File: config.mk
export PLATFORM = sky130hd
export DESIGN_NAME = comm_sys_prbs_polytx
export DESIGN_NICKNAME = d
export VERILOG_FILES = /design/src/rtl/comm_sys_prbs_polytx_pkg.sv /design/src/rtl/comm_sys_prbs_polytx_polyphase_fir_ch.sv /design/src/rtl/comm_sys_prbs_polytx.sv
export SDC_FILE = /design/constraint.sdc
export NUM_CORES = 1
export LEC_CHECK = 0
export BUFFER_PORTS_ARGS = -buffer_cell sky130_fd_sc_hd__buf_2
export CAP_MARGIN = 20
export CORE_UTILIZATION = 34
export DETAILED_ROUTE_END_ITERATION = 6
export PLACE_DENSITY = 0.45
export SKIP_CTS_REPAIR_TIMING = 1
export SLEW_MARGIN = 10
export SYNTH_ARGS = -nofsm -noshare
export SYNTH_HDL_FRONTEND = slang
export SYNTH_HIERARCHICAL = 1
export SYNTH_SLANG_ARGS = --single-unit
File: constraint.sdc
create_clock -name clock -period 23.9 [get_ports clock]
set_clock_uncertainty 0.15 [all_clocks]
set_input_delay 3.585 -clock clock [delete_from_list [all_inputs] [get_ports clock]]
set_output_delay 3.585 -clock clock [all_outputs]
set_load 0.05 [all_outputs]
File: src/rtl/comm_sys_prbs_polytx_pkg.sv
// rtl/comm_sys_prbs_polytx_pkg.sv - shared constants, types and helpers for the PRBS polyphase TX
package comm_sys_prbs_polytx_pkg;

  typedef enum logic [1:0] {
    MODE_PRBS = 2'b00,
    MODE_DC   = 2'b01,
    MODE_ALT  = 2'b10,
    MODE_RSVD = 2'b11
  } mode_e;

  localparam int PRBS_LEN    = 9;
  localparam int PRBS_TAP_HI = 8;
  localparam int PRBS_TAP_LO = 4;

  // Raised-cosine set, 4 phases x 6 taps, Q1.7, address = phase*6 + tap (address 0 at LSB)
  localparam logic [191:0] DEFAULT_COEFF_INIT =
    192'h01F92271F103_02F14D4DF102_03F17122F901_00007F000000;

  localparam logic [17:0] DEFAULT_SEEDS = {9'h1FE, 9'h1AA};

  function automatic logic [PRBS_LEN-1:0] prbs9_next(input logic [PRBS_LEN-1:0] s);
    return {s[PRBS_LEN-2:0], s[PRBS_TAP_HI] ^ s[PRBS_TAP_LO]};
  endfunction

  function automatic int acc_width(input int nb_coeffs, input int n_taps);
    return nb_coeffs + $clog2(n_taps) + 1;
  endfunction

endpackage

File: src/rtl/comm_sys_prbs_polytx_polyphase_fir_ch.sv
// rtl/comm_sys_prbs_polytx_polyphase_fir_ch.sv - one channel: symbol shift register, +/-coef sum, truncate and saturate
module polyphase_fir_ch
  import comm_sys_prbs_polytx_pkg::*;
#(
  parameter int N_TAPS     = 6,
  parameter int NB_COEFFS  = 8,
  parameter int NBF_COEFFS = 7,
  parameter int NB_OUTPUT  = 8,
  parameter int NBF_OUTPUT = 7
) (
  input  logic                          clock,
  input  logic                          reset_n,
  input  logic                          shift,
  input  logic                          bit_in,
  input  logic [N_TAPS*NB_COEFFS-1:0]   coefs,
  output logic [NB_OUTPUT-1:0]          sample,
  output logic                          sat
);

  localparam int ACC_W = acc_width(NB_COEFFS, N_TAPS);
  localparam int DROP  = NBF_COEFFS - NBF_OUTPUT;
  localparam logic signed [ACC_W-1:0] OUT_MAX = ACC_W'((2 ** (NB_OUTPUT - 1)) - 1);
  localparam logic signed [ACC_W-1:0] OUT_MIN = ~OUT_MAX;

  // Bit 0 maps to +1, bit 1 to -1; index 0 holds the newest symbol
  logic [N_TAPS-1:0] shreg;

  always_ff @(posedge clock or negedge reset_n) begin
    if (!reset_n) begin
      shreg <= '0;
    end else if (shift) begin
      shreg <= {shreg[N_TAPS-2:0], bit_in};
    end
  end

  logic signed [ACC_W-1:0] acc;
  logic signed [ACC_W-1:0] term;
  logic signed [ACC_W-1:0] scaled;

  always_comb begin
    acc    = '0;
    term   = '0;
    sample = '0;
    sat    = 1'b0;
    for (int k = 0; k < N_TAPS; k++) begin
      term = ACC_W'($signed(coefs[k*NB_COEFFS +: NB_COEFFS]));
      acc  = shreg[k] ? acc - term : acc + term;
    end
    scaled = acc >>> DROP;
    if (scaled > OUT_MAX) begin
      sample = OUT_MAX[NB_OUTPUT-1:0];
      sat    = 1'b1;
    end else if (scaled < OUT_MIN) begin
      sample = OUT_MIN[NB_OUTPUT-1:0];
      sat    = 1'b1;
    end else begin
      sample = scaled[NB_OUTPUT-1:0];
    end
  end

endmodule

File: src/rtl/comm_sys_prbs_polytx.sv
// rtl/comm_sys_prbs_polytx.sv - multi-channel PRBS9 source with shared polyphase raised-cosine interpolator
module comm_sys_prbs_polytx
  import comm_sys_prbs_polytx_pkg::*;
#(
  parameter int N_CH       = 2,
  parameter int N_OS       = 4,
  parameter int N_TAPS     = 6,
  parameter int NB_COEFFS  = 8,
  parameter int NBF_COEFFS = 7,
  parameter int NB_OUTPUT  = 8,
  parameter int NBF_OUTPUT = 7,
  parameter logic [N_OS*N_TAPS*NB_COEFFS-1:0] COEFF_INIT = DEFAULT_COEFF_INIT,
  parameter logic [N_CH*PRBS_LEN-1:0]          SEEDS      = DEFAULT_SEEDS
) (
  input  logic                              clock,
  input  logic                              i_reset_n,
  input  logic                              i_enable,
  input  logic [1:0]                        i_mode,
  input  logic                              i_coef_we,
  input  logic [$clog2(N_OS*N_TAPS)-1:0]    i_coef_addr,
  input  logic [NB_COEFFS-1:0]              i_coef_data,
  output logic [N_CH*NB_OUTPUT-1:0]         o_sample,
  output logic                              o_valid,
  output logic [$clog2(N_OS)-1:0]           o_phase,
  output logic [N_CH-1:0]                   o_sat
);

  localparam int N_COEF  = N_OS * N_TAPS;
  localparam int PW      = $clog2(N_OS);
  localparam int SLICE_W = N_TAPS * NB_COEFFS;

  logic [PW-1:0]               phase;
  logic [N_COEF*NB_COEFFS-1:0] bank;
  logic [PRBS_LEN-1:0]         lfsr [N_CH];
  logic                        toggle;
  logic [N_CH-1:0]             sym_bit;
  logic [SLICE_W-1:0]          coef_slice;
  logic [N_CH*NB_OUTPUT-1:0]   ch_sample;
  logic [N_CH-1:0]             ch_sat;
  logic                        tick;
  mode_e                       mode;

  assign tick       = i_enable && (phase == PW'(N_OS - 1));
  assign mode       = mode_e'(i_mode);
  assign coef_slice = bank[phase*SLICE_W +: SLICE_W];

  // Writes land regardless of i_enable; the filter sees them from the next cycle on
  always_ff @(posedge clock or negedge i_reset_n) begin
    if (!i_reset_n) begin
      bank <= COEFF_INIT;
    end else if (i_coef_we && (int'(i_coef_addr) < N_COEF)) begin
      bank[i_coef_addr*NB_COEFFS +: NB_COEFFS] <= i_coef_data;
    end
  end

  // LFSRs and toggle advance on every tick in every mode so PRBS phase survives mode changes
  always_ff @(posedge clock or negedge i_reset_n) begin
    if (!i_reset_n) begin
      toggle <= 1'b0;
      for (int c = 0; c < N_CH; c++) begin
        lfsr[c] <= SEEDS[c*PRBS_LEN +: PRBS_LEN];
      end
    end else if (tick) begin
      toggle <= ~toggle;
      for (int c = 0; c < N_CH; c++) begin
        lfsr[c] <= prbs9_next(lfsr[c]);
      end
    end
  end

  always_comb begin
    sym_bit = '0;
    for (int c = 0; c < N_CH; c++) begin
      case (mode)
        MODE_DC:  sym_bit[c] = 1'b0;
        MODE_ALT: sym_bit[c] = toggle;
        default:  sym_bit[c] = lfsr[c][PRBS_TAP_HI];
      endcase
    end
  end

  for (genvar c = 0; c < N_CH; c++) begin : g_ch
    polyphase_fir_ch #(
      .N_TAPS     (N_TAPS),
      .NB_COEFFS  (NB_COEFFS),
      .NBF_COEFFS (NBF_COEFFS),
      .NB_OUTPUT  (NB_OUTPUT),
      .NBF_OUTPUT (NBF_OUTPUT)
    ) u_fir (
      .clock   (clock),
      .reset_n (i_reset_n),
      .shift   (tick),
      .bit_in  (sym_bit[c]),
      .coefs   (coef_slice),
      .sample  (ch_sample[c*NB_OUTPUT +: NB_OUTPUT]),
      .sat     (ch_sat[c])
    );
  end

  always_ff @(posedge clock or negedge i_reset_n) begin
    if (!i_reset_n) begin
      phase    <= '0;
      o_sample <= '0;
      o_valid  <= 1'b0;
      o_phase  <= '0;
      o_sat    <= '0;
    end else if (i_enable) begin
      phase    <= (phase == PW'(N_OS - 1)) ? '0 : phase + 1'b1;
      o_sample <= ch_sample;
      o_sat    <= ch_sat;
      o_phase  <= phase;
      o_valid  <= 1'b1;
    end else begin
      o_valid  <= 1'b0;
    end
  end

endmodule

---- Yosys cells after proc, flatten, opt, wreduce, memory -nomap -nowiden ----
Index checks and enable logic that the tools add are counted.
operators by class
  add/sub/neg operators ................... 23
  shift operators ......................... 3
  $mul .................................... 1
  equality and inequality tests ........... 3
  reductions and logical operators ........ 2
  bitwise operators ....................... 3
  mux-type cells .......................... 25
  $lt $le $gt $ge ......................... 5
operator list
  operator                  count
  $bwmux 192                1
  $shift 8x34->192 const A  1
  $shiftx 192x9->48         1
  $shiftx 8x34->192         1
  $mux 12                   12
  $add 12x8->12             10
  $sub 12x8->12             10
  $neg 8->34                1
  $mux 8                    4
  $gt 12x8->1 const B       2
  $lt 12x8->1 const B       2
  $sub 1x8->9 const A       1
  $lt 5x5->1 const B        1
  $mux 1                    5
  $eq 2x2->1 const B        2
  $mul 2x2->4 const B       1
  $pmux 1 s2                2
  $add 2x1->2 const B       1
  $eq 2x1->1 const B        1
  $logic_and 1x1->1         2
  $mux 2                    1
  $xor 1x1->1               2
  $not 1->1                 1
storage, ports and cells
  logic and storage cells ................. 76
  register bits ........................... 246
  output and inout bits ................... 21

---- Longest topological paths before layout ----
  word-level depth ........................ 17
  gate-level depth with buffers ........... 43

---- Modules after synthesis ----
Netlist, hierarchy kept.
modules (own cells, without submodules)
  module                            area each (µm²)  instances  cells an instance
  comm_sys_prbs_polytx              11389.7          1          800
  polyphase_fir_ch (g_ch[0].u_fir)  3856.2           1          534
  polyphase_fir_ch (g_ch[1].u_fir)  3666.0           1          503

---- Least setup slack after synthesis ----
No wires, ideal clock.
  path type ............................... register to register
  from .................................... register phase[0]
  to ...................................... register o_sample[2]
  period minus slack after synthesis ...... 8258 ps
  stages on the path, launching flop included .. 37
  required time ........................... 23625 ps
  setup time .............................. 125 ps
  path slack .............................. 15642 ps
  data arrival time ....................... 7983 ps
  path through ............................ dfrtp_1 clkbuf_1 buf_1 mux4_2 inv_1 ha_1 mux2_2 fa_1 inv_1 ha_1 nor2b_4 o31a_2 o21a_1 nor2_1 xnor2_1 ha_1 o21a_1 o31ai_1 a21boi_0 ha_1 o21ai_1 nand2_1 a21o_1 a21o_1 xor2_1 ha_1 clkbuf_1 nor3b_1 o31ai_1 a32oi_1 or2b_2 a211oi_1 nor2_1 a221o_2 nand2_4 o21ai_1 mux2_2
between the ends
  elaborated cells between the ends (all ways) .. 23
  classes of those cells .................. 11 x add/sub; 1 x mul; 2 x order compare; 1 x shift; 8 x mux
RTL lines
  item                                                   RTL line                                     text
  start, declared                                        comm_sys_prbs_polytx.sv:32                   logic [PW-1:0] phase;
  start signal, assigned                                 comm_sys_prbs_polytx.sv:108                  phase <= (phase == PW'(N_OS - 1)) ? '0 : phase + 1'b1;
  $mul 2x2->4 (*)                                        comm_sys_prbs_polytx.sv:45                   assign coef_slice = bank[phase*SLICE_W +: SLICE_W];
  $shiftx 192x9->48 (*)                                  comm_sys_prbs_polytx.sv:45
  named net coef_slice[8]                                comm_sys_prbs_polytx.sv:37                   logic [SLICE_W-1:0] coef_slice;
  $add 12x8->12 / $sub 12x8->12 (equally long branches)  comm_sys_prbs_polytx_polyphase_fir_ch.sv:47  acc = shreg[k] ? acc - term : acc + term;
  $mux 12 (*)                                            comm_sys_prbs_polytx_polyphase_fir_ch.sv:47
  $add 12x8->12 / $sub 12x8->12 (equally long branches)  comm_sys_prbs_polytx_polyphase_fir_ch.sv:47
  $mux 12 (*)                                            comm_sys_prbs_polytx_polyphase_fir_ch.sv:47
  $add 12x8->12 / $sub 12x8->12 (equally long branches)  comm_sys_prbs_polytx_polyphase_fir_ch.sv:47
  $mux 12 (*)                                            comm_sys_prbs_polytx_polyphase_fir_ch.sv:47
  $add 12x8->12 / $sub 12x8->12 (equally long branches)  comm_sys_prbs_polytx_polyphase_fir_ch.sv:47
  $mux 12 (*)                                            comm_sys_prbs_polytx_polyphase_fir_ch.sv:47
  $add 12x8->12 / $sub 12x8->12 (equally long branches)  comm_sys_prbs_polytx_polyphase_fir_ch.sv:47
  $mux 12 (*)                                            comm_sys_prbs_polytx_polyphase_fir_ch.sv:47
  $lt 12x8->1                                            comm_sys_prbs_polytx_polyphase_fir_ch.sv:53  end else if (scaled < OUT_MIN) begin
  $mux 8                                                 comm_sys_prbs_polytx_polyphase_fir_ch.sv:53
  $mux 8 (*)                                             comm_sys_prbs_polytx_polyphase_fir_ch.sv:50  if (scaled > OUT_MAX) begin
  named net ch_sample[2]                                 comm_sys_prbs_polytx.sv:38                   logic [N_CH*NB_OUTPUT-1:0] ch_sample;
  end signal, assigned                                   comm_sys_prbs_polytx.sv:109                  o_sample <= ch_sample;
  end, declared                                          comm_sys_prbs_polytx.sv:22                   output logic [N_CH*NB_OUTPUT-1:0] o_sample,
Mark *: on every way through the listed nets, which the timed path passes. The rest lies on a longest branch.
A chain may end at the register's enable or synchronous reset.

---- Worst setup path after layout ----
  from .................................... register phase[0]
  to ...................................... register o_sample[1]
between the ends
  longest elaborated chain between the ends .. 17
  elaborated cells between the ends (all ways) .. 23
  classes of those cells .................. 11 x add/sub; 1 x mul; 2 x order compare; 1 x shift; 8 x mux
ends and longest elaborated chain
  item                                                   RTL line
  $mul 2x2->4 (*)                                        comm_sys_prbs_polytx.sv:45
  $shiftx 192x9->48 (*)                                  comm_sys_prbs_polytx.sv:45
  named net coef_slice[0]                                comm_sys_prbs_polytx.sv:37
  $sub 1x8->9                                            comm_sys_prbs_polytx_polyphase_fir_ch.sv:47
  $mux 12 (*)                                            comm_sys_prbs_polytx_polyphase_fir_ch.sv:47
  $add 12x8->12 / $sub 12x8->12 (equally long branches)  comm_sys_prbs_polytx_polyphase_fir_ch.sv:47
  $mux 12 (*)                                            comm_sys_prbs_polytx_polyphase_fir_ch.sv:47
  $add 12x8->12 / $sub 12x8->12 (equally long branches)  comm_sys_prbs_polytx_polyphase_fir_ch.sv:47
  [... 3 more ...]                                       n/a
  $add 12x8->12 / $sub 12x8->12 (equally long branches)  comm_sys_prbs_polytx_polyphase_fir_ch.sv:47
  $mux 12 (*)                                            comm_sys_prbs_polytx_polyphase_fir_ch.sv:47
  $add 12x8->12 / $sub 12x8->12 (equally long branches)  comm_sys_prbs_polytx_polyphase_fir_ch.sv:47
  $mux 12 (*)                                            comm_sys_prbs_polytx_polyphase_fir_ch.sv:47
  $lt 12x8->1                                            comm_sys_prbs_polytx_polyphase_fir_ch.sv:53
  $mux 8                                                 comm_sys_prbs_polytx_polyphase_fir_ch.sv:53
  $mux 8 (*)                                             comm_sys_prbs_polytx_polyphase_fir_ch.sv:50
  named net ch_sample[1]                                 comm_sys_prbs_polytx.sv:38
Marks and branches as above.

==> results by group <==
Route
  – DR WL/cell: 20.34 um
  – Drt via density: 5.268
  – TritonRoute pass-1 iters: 5
  – Iter 0 DRT Violations: 698
  – # DRC: 0
  – DR vias: 13,810
  – Routed WL: 53.31 mm
  – Antenna viol nets, final: 0

Finish
  – N_diodes: 0
  – Filler cell count: 5,518
  – Layout cell share with drive strength beyond 1: 26.16%
  – Fin util: 38.01%
  – Non-Filler Instances: 2,621
  – Nets@finish: 2,004
  – Area grow syn2layout: 10.51%

STA
  – Worst slew margin: 32.07%
  – Endpoints failing setup: 0
  – Post-layout min period: 9.103 ns
  – Fin worst setup slack: between 10 and 15 ns
  – Final period util: 38.09%
  – Final Slew Violations: 0
  – Fmax: 109.9 MHz
  – Total negative slack: 0 ns
  – Final hold vios: 0
  – RSZ-0062 raised after global routing: false
  – Actual slew at the worst max-slew pin: about 1.0 ns

Global route
  – Global Route Usage Sum: 19.21%
  – First-pass GRT wire length: around 84 mm
  – Initial antenna violation count: 1
  – GRT overflow: 0
  – Vias in the first global route: 14,230
  – Largest net degree at the start of global routing: 157

Setup path
  – CP Capture Type: flip-flop
  – Worst Path Arrival: 9.42 ns
  – Most frequent cell on the critical path: ha_1
  – Critical Path RT: 24.22 ns
  – CP max-delay cell: dfrtp_4
  – Kind of critical path: flip-flop to flip-flop
  – Crit path max fanout: 29
  – Startpoint Class: flip-flop
  – Worst r2r path cells: 34
  – Delay of the slowest critical-path stage: 0.71 ns

Logic synthesis
  – Number of synthesized flops with an enable pin: 0
  – Ys Warns: 6
  – Yosys reg bits: around 250
  – Seq/Total Area, Yosys: 33.08%
  – Mean Syn Cell Area: 10.29 um^2
  – Synth cell types: 88
  – Synthesized cell area: 18,910 um^2
  – Top_reg_cell synth: dfrtp_1
  – Syn Nets: 1,992
  – FFs w/ async S/R, synth: between 90% and 100%
  – Mapped Cells: 1,837

Clock tree
  – # clock sinks: 246
  – Worst-skew pair later-pin latency: 0.58 ns
  – CTS tree: yes
  – Total CTS buffers: 30
  – Clock root buffer: clkbuf_16
  – Deepest clock path buffer count: 3
  – H-tree Lvls: 1
  – Worst-path clk slew: 0.06 ns

Worst hold path
  – Hold path cells: 2
  – Hold Path Class: flip-flop to flip-flop

Placement
  – IO buf count: 39
  – GPL Wtd Cong: 0.8203
  – Detailed Place HPWL: 39.80 mm
  – Placed insts: 2,565
  – Post-place setup slack: roughly 15 ns

Floorplanning
  – # IOs: 40
  – Initial core utilization: between 30% and 40%
  – Core area: 54,990 um^2
  – Placement row count: 86
  – Die area: 56,570 um^2
  – Die W: between 200 and 250 um
  – Die height: 237.8 um

Outcome
  – Status: finished clean

Run
  – Max Cap Viol: 0
worst max-delay path, delay by kind of cell (launching register included):
kind                     cells  cell delay [ns]
AO/OA/AOI/OAI               14             3.00
flip-flops                   1             0.71
adder cells (fa/ha/maj)      6             1.99
multiplexers                 2             0.93
AND/OR/NAND/NOR              7             1.06
XOR/XNOR                     1             0.14
buffers and inverters        4             0.93
registers in the layout (all words and copies together), names as in the netlist:
signal	cells
o_sample	16
o_sat	2
o_valid	1
lfsr	18
phase	2
g_ch.u_fir/shreg	12
o_phase	2
bank	192
toggle	1
cell usage after synthesis (32+ instances only):
library cell	number	share of area, %
o21ai_0	62	1.6
dfrtp_1	166	22
inv_1	133	2.6
nand2_1	101	2.0
ha_1	126	8.3
and3_1	34	1.1
dfstp_2	80	11
xnor2_1	128	5.9
mux4_2	48	5.7
mux2_2	205	12
a21oi_1	78	2.1
o21ai_1	34	0.90
o31ai_1	37	1.5
clkbuf_1	41	0.81
nor2_1	120	2.4
nor2b_1	32	1.1
layout by cell type, fill, tap and decap left out, types with 10 or more instances in the layout:
cell type	count
nand2b_1	16
nand3_1	16
a21o_1	25
nand2_1	101
a21oi_1	78
nor3_1	27
and2_1	11
o21ai_1	34
a21boi_1	15
ha_1	125
and3_1	34
o21a_1	24
nor3b_1	12
fa_1	10
inv_1	133
o31ai_1	37
xnor2_1	128
dfstp_2	80
mux4_2	48
clkbuf_16	30
nor4_4	10
xor2_1	26
dfrtp_1	164
nor3_2	12
a31oi_1	27
o21ai_0	62
mux2_2	205
nor2b_1	32
mux2i_1	21
buf_2	38
nor2_1	120
cells by family after synthesis:
| kind of cell | synth area share, % |
|---|---|
| AOI/OAI and AO/OA | 13.11 |
| xor gates and xnor gates | 7.807 |
| DFF | 33.08 |
| muxes | 19.21 |
| adders and majority gates | 9.395 |
| buffers and inverters | 4.175 |
| and+or+nand+nor | 13.23 |
final cells by class:
| cell class | count | area [um^2] | area share (%) |
|---|---|---|---|
| clock inverters | 12 | 181.4 | 0.8681 |
| repair buffers | 48 | 285.3 | 1.365 |
| multi-input cells | 1389 | 11870 | 56.79 |
| clock buffers | 44 | 863.3 | 4.131 |
| well taps | 748 | 935.9 | 4.478 |
| flip-flops and latches | 246 | 6261 | 29.96 |
| inverters | 134 | 504.2 | 2.413 |
stage by stage:
step,hold WS (ns),cell area (um^2)
global placement,0.3027,19850
finish,0.3174,20900
global route,0.3317,20900
floorplan,0.2922,18910
detailed placement,0.3076,19860
CTS,0.3185,20900
worst paths after layout:
check,from,endpoint,slack (ns)
max,phase[0],o_sample[1],14.80
min,bank[84],bank[84],0.32
max reg2reg,phase[0],o_sample[1],14.80
min reg2reg,bank[84],bank[84],0.32
max in group asynchronous,i_reset_n,phase[0],19.23
min in group asynchronous,i_reset_n,bank[100],2.89
metal layers:
layer  vias to the layer above  share of wire (%)  track usage, %
met5                         -                  0               0
met4                         0                1.9           4.321
met3                        57                3.1           1.689
met2                       224                 47           32.34
met1                      6895                 48           26.70
li1                       6631                  -               -
Power is not shown: default switching activity piles up to over one toggle a cycle in this logic, so the estimate is an artifact.
